File: config.mk
export PLATFORM = sky130hd
export DESIGN_NAME = prog_loader_flat
export DESIGN_NICKNAME = d
export VERILOG_FILES = /design/src/rtl/prog_loader_pkg.sv /design/src/rtl/prog_loader_if.sv /design/src/rtl/loader_csum.sv /design/src/rtl/prog_loader.sv /design/src/flat_wrapper.sv
export SDC_FILE = /design/constraint.sdc
export NUM_CORES = 1
export LEC_CHECK = 0
export CAP_MARGIN = 0
export CORE_MARGIN = 2
export CORE_UTILIZATION = 48
export DETAILED_ROUTE_END_ITERATION = 10
export GPL_ROUTABILITY_DRIVEN = 1
export PLACE_DENSITY_LB_ADDON = 0.3
export SLEW_MARGIN = 0
export SYNTH_ARGS = -nofsm -noshare
export SYNTH_HDL_FRONTEND = slang
export SYNTH_HIERARCHICAL = 1
export SYNTH_SLANG_ARGS = --single-unit
File: constraint.sdc
create_clock -name clk -period 1.97 [get_ports clk]
set_clock_uncertainty 0.2 [all_clocks]
set_input_delay 0.394 -clock clk [delete_from_list [all_inputs] [get_ports clk]]
set_output_delay 0.394 -clock clk [all_outputs]
set_load 0.05 [all_outputs]
File: src/rtl/prog_loader_pkg.sv
// Shared types and constants for the boot-time program loader.
package prog_loader_pkg;

  typedef enum logic [2:0] {
    IDLE,
    ADDR,
    DATA,
    CSUM,
    RELEASE,
    RUN,
    ERROR
  } state_t;

  // A length byte of zero stands for a full 256-byte image.
  localparam int         LOADER_LEN_FULL = 0;
  localparam logic [7:0] LOADER_CSUM_OK  = 8'h00;

  function automatic logic takes_bytes(state_t s);
    return (s == IDLE) || (s == ADDR) || (s == DATA) || (s == CSUM);
  endfunction

endpackage

File: src/rtl/prog_loader_if.sv
// Byte stream in and memory write port out, bundled for the loader.
interface prog_loader_if #(
  parameter int ADDR_W = 8,
  parameter int DATA_W = 8
);
  logic [DATA_W-1:0] in_data;
  logic              in_valid;
  logic              in_ready;
  logic              mem_we;
  logic [ADDR_W-1:0] mem_addr;
  logic [DATA_W-1:0] mem_wdata;

  modport master (
    output in_data, in_valid,
    input  in_ready, mem_we, mem_addr, mem_wdata
  );

  modport slave (
    input  in_data, in_valid,
    output in_ready, mem_we, mem_addr, mem_wdata
  );
endinterface

File: src/rtl/loader_csum.sv
// Running 8-bit sum of payload bytes; ok reports whether sum plus data is zero.
module loader_csum
  import prog_loader_pkg::*;
#(
  parameter int W = 8
) (
  input  logic         clk,
  input  logic         rst,
  input  logic         clr,
  input  logic         add_en,
  input  logic [W-1:0] data,
  output logic         ok
);

  logic [W-1:0] acc;

  always_ff @(posedge clk or negedge rst) begin
    if (!rst)        acc <= '0;
    else if (clr)    acc <= '0;
    else if (add_en) acc <= acc + data;
  end

  // Evaluated against the byte currently offered, so the CSUM byte is judged on its accept edge.
  assign ok = ((acc + data) == W'(LOADER_CSUM_OK));

endmodule

File: src/rtl/prog_loader.sv
// Frame loader: LEN, START_ADDR, payload [, CSUM] -> memory writes, then core release.
// Optional checksum stage enabled by defining LOADER_CSUM_EN.
//   state   | meaning
//   IDLE    | waiting for LEN
//   ADDR    | waiting for START_ADDR
//   DATA    | one memory write per accepted payload byte
//   CSUM    | checking trailing checksum byte
//   RELEASE | holding core in reset for HOLD_CYCLES
//   RUN     | core running, done high
//   ERROR   | bad checksum, core held, err high
module prog_loader
  import prog_loader_pkg::*;
#(
  parameter int ADDR_W      = 8,
  parameter int DATA_W      = 8,
  parameter int HOLD_CYCLES = 3
) (
  input  logic            clk,
  input  logic            rst,
  prog_loader_if.slave    bus,
  input  logic            reload,
  output logic            cpu_rst,
  output logic            done,
  output logic            err
);

  localparam int LEN_W  = DATA_W + 1;
  localparam int HOLD_W = $clog2(HOLD_CYCLES + 1);

  state_t            state, state_nxt;
  logic [LEN_W-1:0]  len_cnt;
  logic [ADDR_W-1:0] addr;
  logic [HOLD_W-1:0] hold_cnt;
  logic              accept;
  logic              last_byte;
  logic              csum_ok;

  assign accept    = bus.in_valid && bus.in_ready;
  assign last_byte = (len_cnt == LEN_W'(1));

`ifdef LOADER_CSUM_EN
  loader_csum #(.W(DATA_W)) u_csum (
    .clk    (clk),
    .rst    (rst),
    .clr    (state == IDLE),
    .add_en (state == DATA && accept),
    .data   (bus.in_data),
    .ok     (csum_ok)
  );
`else
  assign csum_ok = 1'b1;
`endif

  // in_ready is registered from the next state so it reads 0 while reset is held.
  always_ff @(posedge clk or negedge rst) begin
    if (!rst) begin
      state        <= IDLE;
      bus.in_ready <= 1'b0;
    end else begin
      state        <= state_nxt;
      bus.in_ready <= takes_bytes(state_nxt);
    end
  end

  always_comb begin
    state_nxt = state;
    case (state)
      IDLE:    if (accept) state_nxt = ADDR;
      ADDR:    if (accept) state_nxt = DATA;
`ifdef LOADER_CSUM_EN
      DATA:    if (accept && last_byte) state_nxt = CSUM;
      CSUM:    if (accept) state_nxt = csum_ok ? RELEASE : ERROR;
`else
      DATA:    if (accept && last_byte) state_nxt = RELEASE;
`endif
      RELEASE: if (hold_cnt == '0) state_nxt = RUN;
      RUN,
      ERROR:   if (reload) state_nxt = IDLE;
      default: state_nxt = IDLE;
    endcase
  end

  always_comb begin
    cpu_rst = (state == RUN);
    done    = (state == RUN);
`ifdef LOADER_CSUM_EN
    err     = (state == ERROR);
`else
    err     = 1'b0;
`endif
  end

  always_ff @(posedge clk or negedge rst) begin
    if (!rst) begin
      len_cnt       <= '0;
      addr          <= '0;
      hold_cnt      <= '0;
      bus.mem_we    <= 1'b0;
      bus.mem_addr  <= '0;
      bus.mem_wdata <= '0;
    end else begin
      bus.mem_we <= 1'b0;
      case (state)
        IDLE: if (accept)
          len_cnt <= (bus.in_data == DATA_W'(LOADER_LEN_FULL)) ? LEN_W'(1 << DATA_W)
                                                                : LEN_W'(bus.in_data);
        ADDR: if (accept) addr <= ADDR_W'(bus.in_data);
        DATA: if (accept) begin
          bus.mem_we    <= 1'b1;
          bus.mem_addr  <= addr;
          bus.mem_wdata <= bus.in_data;
          addr          <= addr + 1'b1;
          len_cnt       <= len_cnt - 1'b1;
        end
        default: ;
      endcase
      if (state_nxt == RELEASE && state != RELEASE)
        hold_cnt <= HOLD_W'(HOLD_CYCLES - 1);
      else if (state == RELEASE && hold_cnt != '0)
        hold_cnt <= hold_cnt - 1'b1;
    end
  end

  // csum_ok is only consulted when the checksum stage exists.
  logic unused_ok;
  assign unused_ok = csum_ok;

endmodule

File: src/flat_wrapper.sv
// flat-port wrapper written by rule: the top's interface ports become plain ports
module prog_loader_flat import prog_loader_pkg::*;
#(
  parameter int ADDR_W      = 8,
  parameter int DATA_W      = 8,
  parameter int HOLD_CYCLES = 3
)
  (clk, rst, reload, cpu_rst, done, err, bus_in_data, bus_in_valid, bus_in_ready, bus_mem_we, bus_mem_addr, bus_mem_wdata);
  prog_loader_if #(.ADDR_W(ADDR_W), .DATA_W(DATA_W)) bus_i ();
  input  logic clk;
  input  logic rst;
  input  logic reload;
  output logic cpu_rst;
  output logic done;
  output logic err;
  input wire logic [$bits(bus_i.in_data)-1:0] bus_in_data;
  input wire logic [$bits(bus_i.in_valid)-1:0] bus_in_valid;
  output wire logic [$bits(bus_i.in_ready)-1:0] bus_in_ready;
  output wire logic [$bits(bus_i.mem_we)-1:0] bus_mem_we;
  output wire logic [$bits(bus_i.mem_addr)-1:0] bus_mem_addr;
  output wire logic [$bits(bus_i.mem_wdata)-1:0] bus_mem_wdata;
  assign bus_i.in_data = bus_in_data;
  assign bus_i.in_valid = bus_in_valid;
  assign bus_in_ready = bus_i.in_ready;
  assign bus_mem_we = bus_i.mem_we;
  assign bus_mem_addr = bus_i.mem_addr;
  assign bus_mem_wdata = bus_i.mem_wdata;
  prog_loader #(.ADDR_W(ADDR_W), .DATA_W(DATA_W), .HOLD_CYCLES(HOLD_CYCLES)) u_core (.clk(clk), .rst(rst), .bus(bus_i), .reload(reload), .cpu_rst(cpu_rst), .done(done), .err(err));
endmodule
## Word level (Yosys, flattened, before mapping)

Index checks and enable logic that the tools add are counted.

| word-level totals | value |
|---|---|
| flip-flop bits (word level) | 40 |
| output and inout port bits | 21 |
| word-level logic and storage cells | 61 |

| operators by class | value |
|---|---|
| $add $sub $neg | 3 |
| equality and inequality tests | 14 |
| multiplexer cells | 17 |
| reductions and logical operators | 19 |

Operators by type and width:

| operator | number |
|---|---|
| $mux 9 | 3 |
| $pmux 9 s2 | 1 |
| $mux 8 | 2 |
| $pmux 8 s2 | 1 |
| $mux 3 | 5 |
| $pmux 3 s5 | 1 |
| $eq 3x3->1 const B | 4 |
| $eq 3x2->1 const B | 3 |
| $eq 9x1->1 const B | 1 |
| $sub 9x1->9 const B | 1 |
| $add 8x1->8 const B | 1 |
| $logic_not 8->1 | 1 |
| $reduce_bool 2->1 | 4 |
| $eq 3x1->1 const B | 2 |
| $logic_not 3->1 | 2 |
| $ne 2x1->1 const B | 3 |
| $reduce_and 3->1 | 2 |
| $logic_and 1x1->1 | 4 |
| $mux 2 | 2 |
| $logic_or 1x1->1 | 3 |
| $ne 3x3->1 const B | 1 |
| $logic_not 2->1 | 1 |
| $mux 1 | 2 |
| $reduce_and 2->1 | 1 |
| 2 further kinds | 2 |

## Logic depth before layout (Yosys ltp)

Gate-level depths: netlist (run 1).

| depth | value |
|---|---|
| depth after elaboration | 8 |
| gate-level depth with buffers | 7 |
| mapped depth without buffers | 6 |

## Worst setup path before layout (run 1)

OpenSTA, ideal clock, no wires.

| timing path | value |
|---|---|
| path kind | reg-to-output |
| start | register u_core.state[0] |
| end | output done |
| arrival | 2.177 ns |
| data required time | 1.376 ns |
| slack | -0.801 ns |
| cell stages (with the launch flop) | 4 |
| path buffers | 2 |
| cells stage by stage | dfrtp_1 -> buf_2 -> nor3b_1 -> buf_4 |

| between the ends | value |
|---|---|
| word-level cells in the longest chain between the ends | 1 |

Ends and longest elaborated chain:

| element | RTL line | text |
|---|---|---|
| start: declaration | prog_loader.sv:30 | `state_t state, state_nxt;` |
| start signal: assignment | prog_loader.sv:60 | `state <= state_nxt;` |
| $eq 3x3->1 | -- |  |
| end: declaration | flat_wrapper.sv:14 | `output logic done;` |

No other way between the ends.

## Worst setup path after layout (run 1)

| timing path | value |
|---|---|
| start | register u_core.len_cnt[0] |
| end | register u_core.len_cnt[7] |

| between the ends | value |
|---|---|
| word-level cells in the longest chain between the ends | 3 |

Ends and longest elaborated chain:

| element | RTL line | text |
|---|---|---|
| start: declaration | prog_loader.sv:31 | `logic [LEN_W-1:0] len_cnt;` |
| start signal: assignment | prog_loader.sv:105 | `len_cnt <= (bus.in_data == DATA_W'(LOADER_LEN_FULL)) ? LEN_W'(1 << DATA_W)` |
| start signal: assignment | prog_loader.sv:113 | `len_cnt <= len_cnt - 1'b1;` |
| $sub 9x1->9 | prog_loader.sv:113 |  |
| $mux 9 | prog_loader.sv:108 | `DATA: if (accept) begin` |
| $pmux 9 s2 | prog_loader.sv:103 | `case (state)` |

No other way between the ends. The select of a mux whose other input is x is not followed.
A chain may end at the register's enable or synchronous reset.

==> results of run 1 <==
[synth_stat cells, types with 2 or more instances]
cell type / n
dfrtp_1: 40
mux2_2: 16
nand2_1: 16
a21oi_1: 15
o21ai_0: 12
nor2_1: 7
nand3_1: 6
inv_1: 5
or3_1: 5
buf_2: 4
ha_1: 4
a22o_1: 3
buf_4: 3
nor3_1: 3
xnor2_1: 3
a2bb2oi_1: 2
a31oi_1: 2
and3_1: 2
buf_6: 2
clkbuf_1: 2
nand2b_1: 2
nor2_2: 2
nor4_1: 2
nor4b_1: 2
o211ai_1: 2
o21a_1: 2
o22a_1: 2
o22ai_1: 2
o31ai_1: 2
o32ai_1: 2
or3b_4: 2
[per-layer routing]
metal  share of wire, %  global-route usage (%)  wire length [µm]  vias up
li1                   -                       -                 -      825
met1                 46                    28.4              2160      812
met2                 47                    34.0              2200       47
met3                4.7                    4.62               221        8
met4                1.8                    6.84                83        0
met5                  0                       0                 0        -
[final cells by class]
cell class                      count  area share, %
Sequential cell                    40           36.1
Tap cell                           52           2.35
Clock buffer                        5           2.48
Timing Repair Buffer               60           20.0
Clock inverter                      3           1.53
Multi-Input combinational cell    138           36.9
Inverter                            5          0.677
[state kept, by name (all words and copies together), names as in the netlist]
register              cells
u_core/addr               8
u_core/bus.in_ready       1
u_core/bus.mem_addr       8
u_core/bus.mem_wdata      8
u_core/bus.mem_we         1
u_core/hold_cnt           2
u_core/len_cnt            9
u_core/state              3
[final timing paths]
check,from,endpoint,slack (ps),cells after the start
max,u_core/len_cnt[0],u_core/len_cnt[7],2,4
min,u_core/bus.mem_wdata[1],u_core/bus.mem_wdata[1],310,1
min reg2reg,u_core/bus.mem_wdata[1],u_core/bus.mem_wdata[1],310,1
max in group asynchronous,rst,u_core/len_cnt[6],730,3
min in group asynchronous,rst,u_core/state[0],370,2
max reg2reg,u_core/len_cnt[0],u_core/len_cnt[7],2,4
[cells by family (layout without fill, tap and decap cells)]
group                      Yosys count  count (layout)  share of synthesized area [%]
adders and majority gates            5               5                           2.86
and+or+nand+nor                     60              60                           18.3
xor gates and xnor gates             3               3                           1.25
other                                1               1                          0.178
buffers and inverters               17              73                           5.06
AOI/OAI and AO/OA                   53              53                           16.1
muxes                               16              16                           8.57
DFF                                 40              40                           47.6
[repair_timing]
action,CTS,global route
setup endpoints to repair,0,7
endpoints found under the hold margin,17,0
hold buffers,1,0
resized for setup,0,6
setup buffers,0,1
[power by group]
group,leakage (nW),switching [mW],internal [mW]
sequential,0.472,0.296,1.19
clock,0.0541,0.297,0.375
combinational,0.664,1.43,1.04
[worst max-delay path, delay by kind of cell (launching register included)]
kind | cells | cell delay, ps
simple gates | 1 | 640
compound gates | 2 | 450
flops | 1 | 400
buf+inv | 1 | 150
[through the flow]
step	instances	utilization [%]	setup slack, ps
CTS	302	64.0	6.65
global placement	293	61.1	-155
finish	303	64.6	2.32
global route	303	64.6	-43.2
floorplan	195	-	-28.6
detailed placement	293	61.1	-170
==> reports/metrics.csv, run 1 <==
stage,metric,value,unit
cts,clk_pin_slew,80,ps
logic_synthesis,synth_area_leaders,"dfrtp_1 (48%), mux2_2 (8.6%), a21oi_1 (3.6%), o21ai_0 (2.9%), nand2_1 (2.9%)",
route,ant_nets,0,
route,dr_total_vias,1692,
final_layout,regArea,1000,µm²
logic_synthesis,syn-cell-area,2100,µm²
logic_synthesis,ys_warn_count,6,
route,first_pass_iters,5,
timing,fin_setup_tns,0,ps
logic_synthesis,synthCells,195,
critical_path,end_kind,register,
hold_path,hold_class,register to register,
critical_path,slowest_delay,640,ps
timing,max_freq,508,MHz
cts,cts.sinks,40,
logic_synthesis,ys.flop_type,dfrtp_1,
grt,grt_max_degree,24,
placed_design,gp_congestion,0.792,
timing,finalHoldViolations,0,
logic_synthesis,synth_cell_types,52,
grt,track_usage,21.1,%
flow_run,cap_violations,0,
grt,antenna_found_initial,0,
final_layout,syn_to_final_growth,32.0,%
critical_path,critPathMaxFanout,5,
logic_synthesis,synthesis.nets,211,
grt,grt_pass1_vias,1760,
logic_synthesis,ys_async_sr_fraction,100,%
floorplanning,die_w,70.2,µm
timing,period_share,99.9,%
critical_path,arrival,1940,ps
route,avgViaCountPerCell,5.58,
placed_design,place_area,2630,µm²
critical_path,crit_path_start_kind,register,
placed_design,dp_hpwl,3440,µm
timing,setup_viol,0,
final_layout,drive_gt1_share,37.1,%
critical_path,path_class,register to register,
placed_design,io_buffers,31,
final_layout,num-nets-final,266,
route,totalWireLength,4660,µm
logic_synthesis,yosys.area.top_type_share,47.6,%
floorplanning,dieArea,4920,µm²
final_layout,multiInputGateArea,1020,µm²
final_layout,final_cell_mix,"buf_4 (41), dfrtp_1 (39), nand2_1 (16), mux2_2 (16), a21oi_1 (14)",
run_status,status,finished clean,
final_layout,fillCellCount,343,
pwr,vdd_drop_max,0.902,mV
floorplanning,start_util,49.0,%
timing,hold_ws,313,ps
logic_synthesis,yosys.area.top_type,dfrtp_1,
logic_synthesis,ys_seq_elements,40,
grt,grt_pass1_wl,8210,µm
route,first_iter_violations,51,
cts,cts_made_buffers,5,
cts,cts-root-buf,clkbuf_8,
final_layout,antenna_cells,0,
floorplanning,ioPinCount,33,
cts,worstSkewPairLatency,300,ps
logic_synthesis,synth_area_per_cell,10.8,µm²
floorplanning,core,4290,µm²
grt,gr-total-overflow,0,
timing,drv_slew,0,
critical_path,path_cells,buf_4 -> or4_1 -> o32ai_1 -> a21oi_1,
route,drcViolationCount,0,
cts,htreeDepth,2,
floorplanning,rows,24,
critical_path,cp.required,1940,ps
final_layout,final_common_cell,buf_4,
pwr,power_leakage,1.19,nW
floorplanning,die_h,70.2,µm
final_layout,stdcell_area,2770,µm²
critical_path,slowest_stage,or4_1,
pwr,p_total,4.62,mW
timing,finalWorstPathRequiredPeriod,1970,ps
route,wire_per_inst,15.4,µm
logic_synthesis,yosysSeqAreaShare,47.6,%
logic_synthesis,synth_edf_count,0,
pwr,powerDensity,1670,nW/µm²
timing,rsz0062_at_grt,true,
cts,clockBufferDepth,2,
cts,cts_tree,yes,
(Power assumes the default switching activity.)
==> inputs of run 2 (changes only) <==
--- a/constraint.sdc
+++ b/constraint.sdc
@@ -3,3 +3,3 @@
 set_input_delay 0.394 -clock clk [delete_from_list [all_inputs] [get_ports clk]]
 set_output_delay 0.394 -clock clk [all_outputs]
-set_load 0.05 [all_outputs]
+set_load 0.02 [all_outputs]
==> run 2 against run 1 <==
Die area stayed put. Total power fell by 9.1%. Non-clock buffer count up 1. Combinational power decreased by 14%. Largest cell class unchanged. Largest power group unchanged. Highest routed layer unchanged.
==> reports/metrics.csv, run 2 (synthesis gave the netlist of run 1 again) <==
stage,metric,value,unit
run_status,status,finished clean,
grt,grt_pass1_wl,8270,µm
floorplanning,die_h,70.2,µm
placed_design,dp_hpwl,3360,µm
timing,worst_pin_slew,512,ps
cts,cts_tree,yes,
final_layout,syn_to_final_growth,32.0,%
final_layout,num-nets-final,267,
timing,setup_slack,57.4,ps
critical_path,worst_r2r_endpoint,u_core/len_cnt[8],
timing,finalHoldViolations,0,
route,first_pass_iters,4,
critical_path,crit_path_start_kind,register,
hold_path,hold_class,register to register,
cts,worstSkewPairLatency,290,ps
route,dr_total_vias,1716,
timing,finalWorstPathRequiredPeriod,1910,ps
route,wire_per_inst,15.7,µm
cts,clockBufferDepth,2,
placed_design,pre_cts_ws,-140,ps
timing,setup_viol,0,
timing,max-slew-margin-rel,65.9,%
critical_path,cp_top_family,simple AND/OR/NAND/NOR gates,
critical_path,end_kind,register,
floorplanning,dieArea,4920,µm²
floorplanning,core,4290,µm²
grt,grt_max_degree,41,
critical_path,slowest_stage,dfrtp_1,
critical_path,path_cells,inv_2 -> ha_4 -> or3b_4 -> buf_4 -> nor2_4 -> a31oi_1 -> o22a_1,
critical_path,r2r-start,u_core/len_cnt[1],
timing,period_share,97.1,%
floorplanning,rows,24,
grt,track_usage,21.4,%
floorplanning,start_util,49.0,%
final_layout,final_common_cell,dfrtp_1,
cts,cts.sinks,40,
cts,htreeDepth,2,
critical_path,slowest_delay,410,ps
floorplanning,ioPinCount,33,
critical_path,path_buf_inv,2,
critical_path,critPathMaxFanout,4,
placed_design,gp_congestion,0.792,
route,totalWireLength,4760,µm
cts,cts-root-buf,clkbuf_8,
timing,drv_slew,0,
cts,cts_made_buffers,5,
final_layout,final_util,64.6,%
final_layout,drive_gt1_share,29.8,%
floorplanning,die_w,70.2,µm
final_layout,antenna_cells,0,
route,drcViolationCount,0,
cts,clk_pin_slew,70,ps
timing,hold_ws,307,ps
grt,grt_pass1_vias,1736,
flow_run,cap_violations,0,
final_layout,final_cell_mix,"dfrtp_1 (40), clkdlybuf4s50_1 (28), buf_4 (26), nand2_1 (16), mux2_2 (16)",
timing,max_freq,523,MHz
critical_path,reg2reg_depth,7,
placed_design,io_buffers,31,
critical_path,regToRegSetupSlack,60,ps
final_layout,fillCellCount,347,
critical_path,path_class,register to register,
hold_path,whs_path_depth,1,
final_layout,largest_reg_flops,9,
route,avgViaCountPerCell,5.64,
route,first_iter_violations,110,
pwr,vdd_drop_max,0.919,mV
hold_path,holdCritStartpoint,u_core/bus.mem_addr[4],
critical_path,cp.required,1950,ps
hold_path,min_to,u_core/bus.mem_addr[4],
pwr,power_leakage,1.16,nW
grt,gr-total-overflow,0,
final_layout,largest-register,u_core/len_cnt,
grt,antenna_found_initial,0,
pwr,powerDensity,1510,nW/µm²
critical_path,arrival,1890,ps
route,ant_nets,0,
-- run 2: where the power goes --
| part | internal (mW) | switching (mW) | leakage, nW | total [mW] |
|---|---|---|---|---|
| clock | 0.286 | 0.273 | 0.0455 | 0.558 |
| sequential | 1.19 | 0.321 | 0.472 | 1.51 |
| combinational | 1.11 | 1.03 | 0.640 | 2.13 |
| total | 2.58 | 1.62 | 1.16 | 4.20 |
-- run 2: per-stage QoR --
| stage | cell area (µm²) | setup TNS [ps] | power (mW) | std cells |
|---|---|---|---|---|
| 2_1_floorplan | 2110 | 0 | 2.74 | 195 |
| 3_3_place_gp | 2640 | -2390 | 3.49 | 294 |
| 3_5_place_dp | 2640 | -2170 | 3.54 | 294 |
| 4_1_cts | 2740 | 0 | 4.13 | 303 |
| 5_1_grt | 2770 | -13.7 | 4.50 | 304 |
| 6_report | 2770 | 0 | 4.20 | 304 |
-- run 2: worst reg2reg max path, cell delays in order (launching register included) --
cell	delay (ps)
dfrtp_1	410
inv_2	110
ha_4	140
or3b_4	400
buf_4	160
nor2_4	90
a31oi_1	100
o22a_1	210
-- run 2: final cells by class --
class	instances	area (µm²)	area share, %
tap	52	65.1	2.35
timing repair buffer	61	561	20.2
multi-input combinational	138	1040	37.4
clock buffer	8	90.1	3.25
inverter	5	18.8	0.677
sequential	40	1000	36.1
-- run 2: timing repair --
item                                    in CTS  in global routing
gates resized for setup                      4                 11
pin swaps                                    0                  2
cloned                                       0                  0
buffers inserted                             0                  1
hold buffers                                 1                  0
endpoints found under the setup margin       3                  6
hold endpoints to repair                    40                  0
-- run 2: worst max-delay path by stage --
stage | startpoint | to | slack [ps] | cells past startpoint
floorplan | u_core/len_cnt[0] | u_core/len_cnt[8] | 110 | 6
global placement | bus_in_valid | u_core/len_cnt[8] | -140 | 5
detailed placement | bus_in_valid | u_core/len_cnt[4] | -140 | 6
CTS | u_core/len_cnt[0] | u_core/len_cnt[8] | 6 | 6
global route | u_core/len_cnt[1] | u_core/len_cnt[8] | -10 | 6
finish | u_core/len_cnt[1] | u_core/len_cnt[8] | 60 | 7
-- run 2: per-layer routing --
layer	track usage, %	routed length [µm]	vias to the layer above	share of wire, %
li1	-	-	828	-
met1	28.7	2110	830	44
met2	33.9	2300	51	48
met3	4.76	237	7	5.0
met4	8.12	112	0	2.4
met5	0	0	-	0
